### config.mk
export PLATFORM = sky130hd
export DESIGN_NAME = sample_feeder
export DESIGN_NICKNAME = d
export VERILOG_FILES = /design/src/rtl/sample_feeder.sv
export SDC_FILE = /design/constraint.sdc
export NUM_CORES = 1
export LEC_CHECK = 0
export CAP_MARGIN = 5
export CORE_UTILIZATION = 40
export CTS_CLUSTER_SIZE = 25
export DETAILED_ROUTE_END_ITERATION = 12
export SYNTH_ARGS = -nofsm -noshare
export SYNTH_HDL_FRONTEND = slang
export SYNTH_SLANG_ARGS = --single-unit
### constraint.sdc
create_clock -name clk -period 6.98 [get_ports clk]
set_clock_uncertainty 0.1 [all_clocks]
set_input_delay 1.396 -clock clk [delete_from_list [all_inputs] [get_ports clk]]
set_output_delay 1.396 -clock clk [all_outputs]
set_load 0.02 [all_outputs]
### src/rtl/sample_feeder.sv
// Sample feeder: a small circular FIFO of 16-bit samples drained through a
// Rdy/Ack handshake, with a per-request timeout and sticky error flags.
//
// state  | meaning
// -------+----------------------------------------------------------------
// IDLE   | no sample offered; waits for the FIFO to become non-empty
// REQ    | head sample on DataOut with Rdy=1; waits for Ack or timeout
// HOLD   | Rdy=0 gap; waits for Ack to drop before offering the next one
module sample_feeder #(
    parameter int DEPTH   = 8,
    parameter int TIMEOUT = 255
) (
    input  logic        clk,
    input  logic        reset,
    input  logic [15:0] WrData,
    input  logic        WrEn,
    input  logic        ClrErr,
    output logic        Full,
    output logic        Empty,
    output logic [15:0] DataOut,
    output logic        Rdy,
    input  logic        Ack,
    output logic        Overflow,
    output logic        Timeout
);

    localparam int AW = $clog2(DEPTH);
    localparam int CW = $clog2(DEPTH + 1);
    localparam logic [CW-1:0] FULL_CNT = CW'(DEPTH);
    localparam logic [15:0]   TMO_LAST = 16'(TIMEOUT - 1);

    typedef enum logic [1:0] {
        S_IDLE,
        S_REQ,
        S_HOLD
    } state_t;

    state_t        state_q;
    logic [15:0]   mem_q [DEPTH];
    logic [AW-1:0] rd_ptr_q;
    logic [AW-1:0] wr_ptr_q;
    logic [CW-1:0] count_q;
    logic [CW-1:0] count_d;
    logic [15:0]   timer_q;
    logic [15:0]   data_q;
    logic          rdy_q;
    logic          full_q;
    logic          empty_q;
    logic          ovf_q;
    logic          tmo_q;

    logic pop;
    logic push;
    logic drop;
    logic expire;

    // A pop frees a slot in the same cycle, so a write into a full FIFO
    // is still accepted when the consumer acknowledges on that edge.
    always_comb begin
        pop     = (state_q == S_REQ) && Ack;
        expire  = (state_q == S_REQ) && !Ack && (timer_q == TMO_LAST);
        push    = WrEn && ((count_q != FULL_CNT) || pop);
        drop    = WrEn && !push;
        count_d = count_q;
        if (push && !pop) begin
            count_d = count_q + CW'(1);
        end else if (!push && pop) begin
            count_d = count_q - CW'(1);
        end
    end

    // Sample storage; contents are don't-care after reset.
    always_ff @(posedge clk) begin
        if (!reset && push) begin
            mem_q[wr_ptr_q] <= WrData;
        end
    end

    // FIFO bookkeeping, sticky flags and the handshake FSM.
    always_ff @(posedge clk) begin
        if (reset) begin
            state_q  <= S_IDLE;
            rd_ptr_q <= '0;
            wr_ptr_q <= '0;
            count_q  <= '0;
            timer_q  <= '0;
            data_q   <= '0;
            rdy_q    <= 1'b0;
            full_q   <= 1'b0;
            empty_q  <= 1'b1;
            ovf_q    <= 1'b0;
            tmo_q    <= 1'b0;
        end else begin
            if (push) begin
                wr_ptr_q <= wr_ptr_q + AW'(1);
            end
            if (pop) begin
                rd_ptr_q <= rd_ptr_q + AW'(1);
            end
            count_q <= count_d;
            full_q  <= (count_d == FULL_CNT);
            empty_q <= (count_d == '0);
            // Set wins over clear when both happen on the same edge.
            ovf_q   <= drop   | (ovf_q & ~ClrErr);
            tmo_q   <= expire | (tmo_q & ~ClrErr);

            case (state_q)
                S_IDLE: begin
                    if (!empty_q) begin
                        data_q  <= mem_q[rd_ptr_q];
                        rdy_q   <= 1'b1;
                        timer_q <= '0;
                        state_q <= S_REQ;
                    end else begin
                        rdy_q <= 1'b0;
                    end
                end
                S_REQ: begin
                    if (Ack || expire) begin
                        // On expiry the head stays in place and is re-offered.
                        rdy_q   <= 1'b0;
                        state_q <= S_HOLD;
                    end else begin
                        timer_q <= timer_q + 16'd1;
                    end
                end
                S_HOLD: begin
                    rdy_q <= 1'b0;
                    if (!Ack) begin
                        state_q <= S_IDLE;
                    end
                end
                default: begin
                    rdy_q   <= 1'b0;
                    state_q <= S_IDLE;
                end
            endcase
        end
    end

    assign Full     = full_q;
    assign Empty    = empty_q;
    assign DataOut  = data_q;
    assign Rdy      = rdy_q;
    assign Overflow = ovf_q;
    assign Timeout  = tmo_q;

endmodule

==> out/qor.yml <==
grt:
  grt_pass1_vias: 3847
  grtUsageTotal_pct: 15.8
  grt_antenna_before_repair: 0
  grt_pass1_wl_mm: 20.9
  grt_max_degree: 39
  grt-ovfl-total: 0
pwr:
  ir_worst_vdd_uv: 179
  powerDensity_nw_per_um2: 282
  leakage_nw: 2.61
  finalPower_mw: 2.33
outcome:
  outcome: "complete, no violations"
synth:
  syn_area_um2: 6950
  ys_types: 45
  ys_top_cells_by_area: "edfxtp_1 (55%), dfxtp_1 (14%), mux4_2 (10%)"
  synth_nets: 462
  yosysSeqAreaShare_pct: 69.4
  synth_largest_area_cell: "edfxtp_1"
  synth_top_area_share_pct: 55.3
  synthCells: 435
  yosysWarnings: 0
  yosys_register_bits: 177
  syn_area_per_cell_um2: 16.0
sta:
  slew_violations: 0
  hold_viol: 0
  fin_ws_ps: 3170
  rsz0062_at_grt: "false"
  fmax_mhz: 262
  tightest_slew_ps: 716
  timing.final.crit_period_ps: 3810
  post-route-period-util_pct: 54.6
  setup_viol: 0
  max-slew-margin-rel_pct: 52.2
  setup_tns_ps: 0
setup_path:
  worstPathArrival_ps: 3840
  start_kind: "primary input"
  crit_family: "simple AND/OR/NAND/NOR gates"
  critPathMaxFanout: 10
  cpMaxStageDelayCell: "clkdlybuf4s50_1"
  path_cells: "clkdlybuf4s50_1 -> and3b_1 -> nor3_1 -> nand2b_1 -> or3_4 -> nor3_2 -> buf_4"
  crit_type: "in -> reg"
  critical_path.max_stage_delay_ps: 600
  required_ps: 7000
  crit_path_end_kind: "flop"
  regToRegSetupSlack_ps: 4180
  path_buf_inv: 2
layout:
  layout-drive-gt1-share_pct: 18.1
  stdcell_count: 717
  final-seq-area_um2: 4830
  multiInputGateArea_um2: 2050
  fill_cells: 1410
  nets: 511
  area_growth_pct: 18.6
  n_antenna_cell: 0
clock_tree:
  cts-hold-fix-buffers: 0
  cts_made_buffers: 17
  cts.path.max_buffers: 2
  h-tree-depth: 4
  cts_resized: 0
  cts.sinks: 177
  clockRootBuffer: "clkbuf_16"
  cts_tree: "built"
  postCtsSetupRepairBufs: 0
  path_clk_slew_ps: 60
  clk_latency_ps: 420
die:
  io_pins: 42
  initial_core_util_pct: 41.5
  fp.dieH_um: 134
  die_area_um2: 17900
  chipWidth_um: 134
  num_rows: 47
  core-area_um2: 16800
place:
  gp_congestion: 0.793
  dp_slack_ps: 2690
  dp_hpwl_mm: 7.77
  io_buffers: 41
  dp.cells: 685
worst_hold_path:
  hp-class: "reg -> reg"
detailed_routing:
  dr.pass1.iters: 4
  wl_per_cell_um: 18.0
  drt-total-wl_mm: 12.9
  vias_per_cell: 5.30
  vias: 3799
  drt-initial-drc-count: 150
  ant_nets: 0
  drc: 0
job:
  cap_violations: 0
[worst reg2reg max path, delay by kind of cell (launching register included)]
| kind | cells | cell delay [ps] |
|---|---|---|
| simple gates | 5 | 1320 |
| flops | 1 | 430 |
| buf+inv | 2 | 430 |
| fa+ha+maj | 1 | 220 |
[sequential cells by signal (all words and copies together), names as in the netlist]
signal    cells
count_q       4
state_q       2
mem_q       128
Full          1
DataOut      16
rd_ptr_q      3
Rdy           1
Timeout       1
timer_q      16
Empty         1
wr_ptr_q      3
Overflow      1
[cell families (layout without fill, tap and decap cells)]
family,Yosys count,count (layout),synth area share [%]
adders and majority gates,6,6,1.08
and+or+nand+nor,112,112,8.44
AOI/OAI and AO/OA,46,46,4.50
buffers and inverters,28,90,1.66
xor gates and xnor gates,18,18,2.27
DFF,177,177,69.4
muxes,48,48,12.7
[worst paths after layout]
kind,startpoint,to,cells past startpoint
worst max-delay path,Ack,mem_q[0][11],7
worst min-delay path,Rdy,Rdy,2
worst max register to register,count_q[0],mem_q[0][11],8
worst min register to register,Rdy,Rdy,2
[layout make-up]
class,instances,share of cell area [%]
inverter,4,0.182
clock buffer,19,5.37
timing repair buffer,54,6.16
multi-input combinational,230,24.8
sequential,177,58.5
clock inverter,13,1.58
tap,220,3.34
[power by group]
| part | total, mW | leakage [nW] | switching [mW] | internal, mW |
|---|---|---|---|---|
| Sequential | 1.19 | 1.56 | 0.0239 | 1.16 |
| Clock | 0.908 | 0.280 | 0.400 | 0.508 |
| Combinational | 0.230 | 0.778 | 0.123 | 0.106 |
[metrics by stage]
| step | instance area [µm²] | hold slack (ps) | utilization (%) |
|---|---|---|---|
| finish | 8250 | 364 | 49.2 |
| global route | 8250 | 391 | 49.2 |
| floorplan | 6950 | 345 | - |
| CTS | 8250 | 367 | 49.2 |
| detailed placement | 7670 | 358 | 45.8 |
| global placement | 7670 | 356 | 45.8 |
[cells in the mapped netlist (all sizes together)]
master and n:
nor3b 6, and3 5, clkbuf 16, nor4 3, o21ai 3, o31ai 1, a21oi 15, or3b 2
xnor2 9, nor3 8, a41o 1, mux2i 16, a22oi 2, and4b 2, inv 4, dfxtp 49
o2bb2ai 1, nand3 9, and3b 1, or4 1, a31o 1, nand4 8, nor4bb 1, buf 8
nand2 14, or3 2, or4b 1, a211oi 16, mux4 32, o21a 1, a21o 1, nand2b 2
a31oi 2, xor2 9, nor2 43, edfxtp 128, a211o 1, o31a 1, nand3b 4, ha 6
[routing by layer]
layer  vias to the layer above  GRT usage [%]  share of wire, %
met4                         0           5.56               1.1
met3                        16           4.38               3.9
met1                      1906           19.5                44
met2                        82           26.5                51
met5                         -              0                 0
li1                       1795              -                 -
[layout by cell type (no fill, tap or decap), types with 6 or more instances in the layout]
cell type,count
a211oi_1,16
a21oi_1,15
buf_4,13
clkbuf_16,17
clkdlybuf4s50_1,41
dfxtp_1,48
edfxtp_1,128
ha_1,6
mux2i_1,16
mux4_2,32
nand2_1,14
nand3_1,9
nand4_1,8
nor2_1,43
xnor2_1,9
xor2_1,9
No activity file was read; power rests on OpenSTA's default activity.
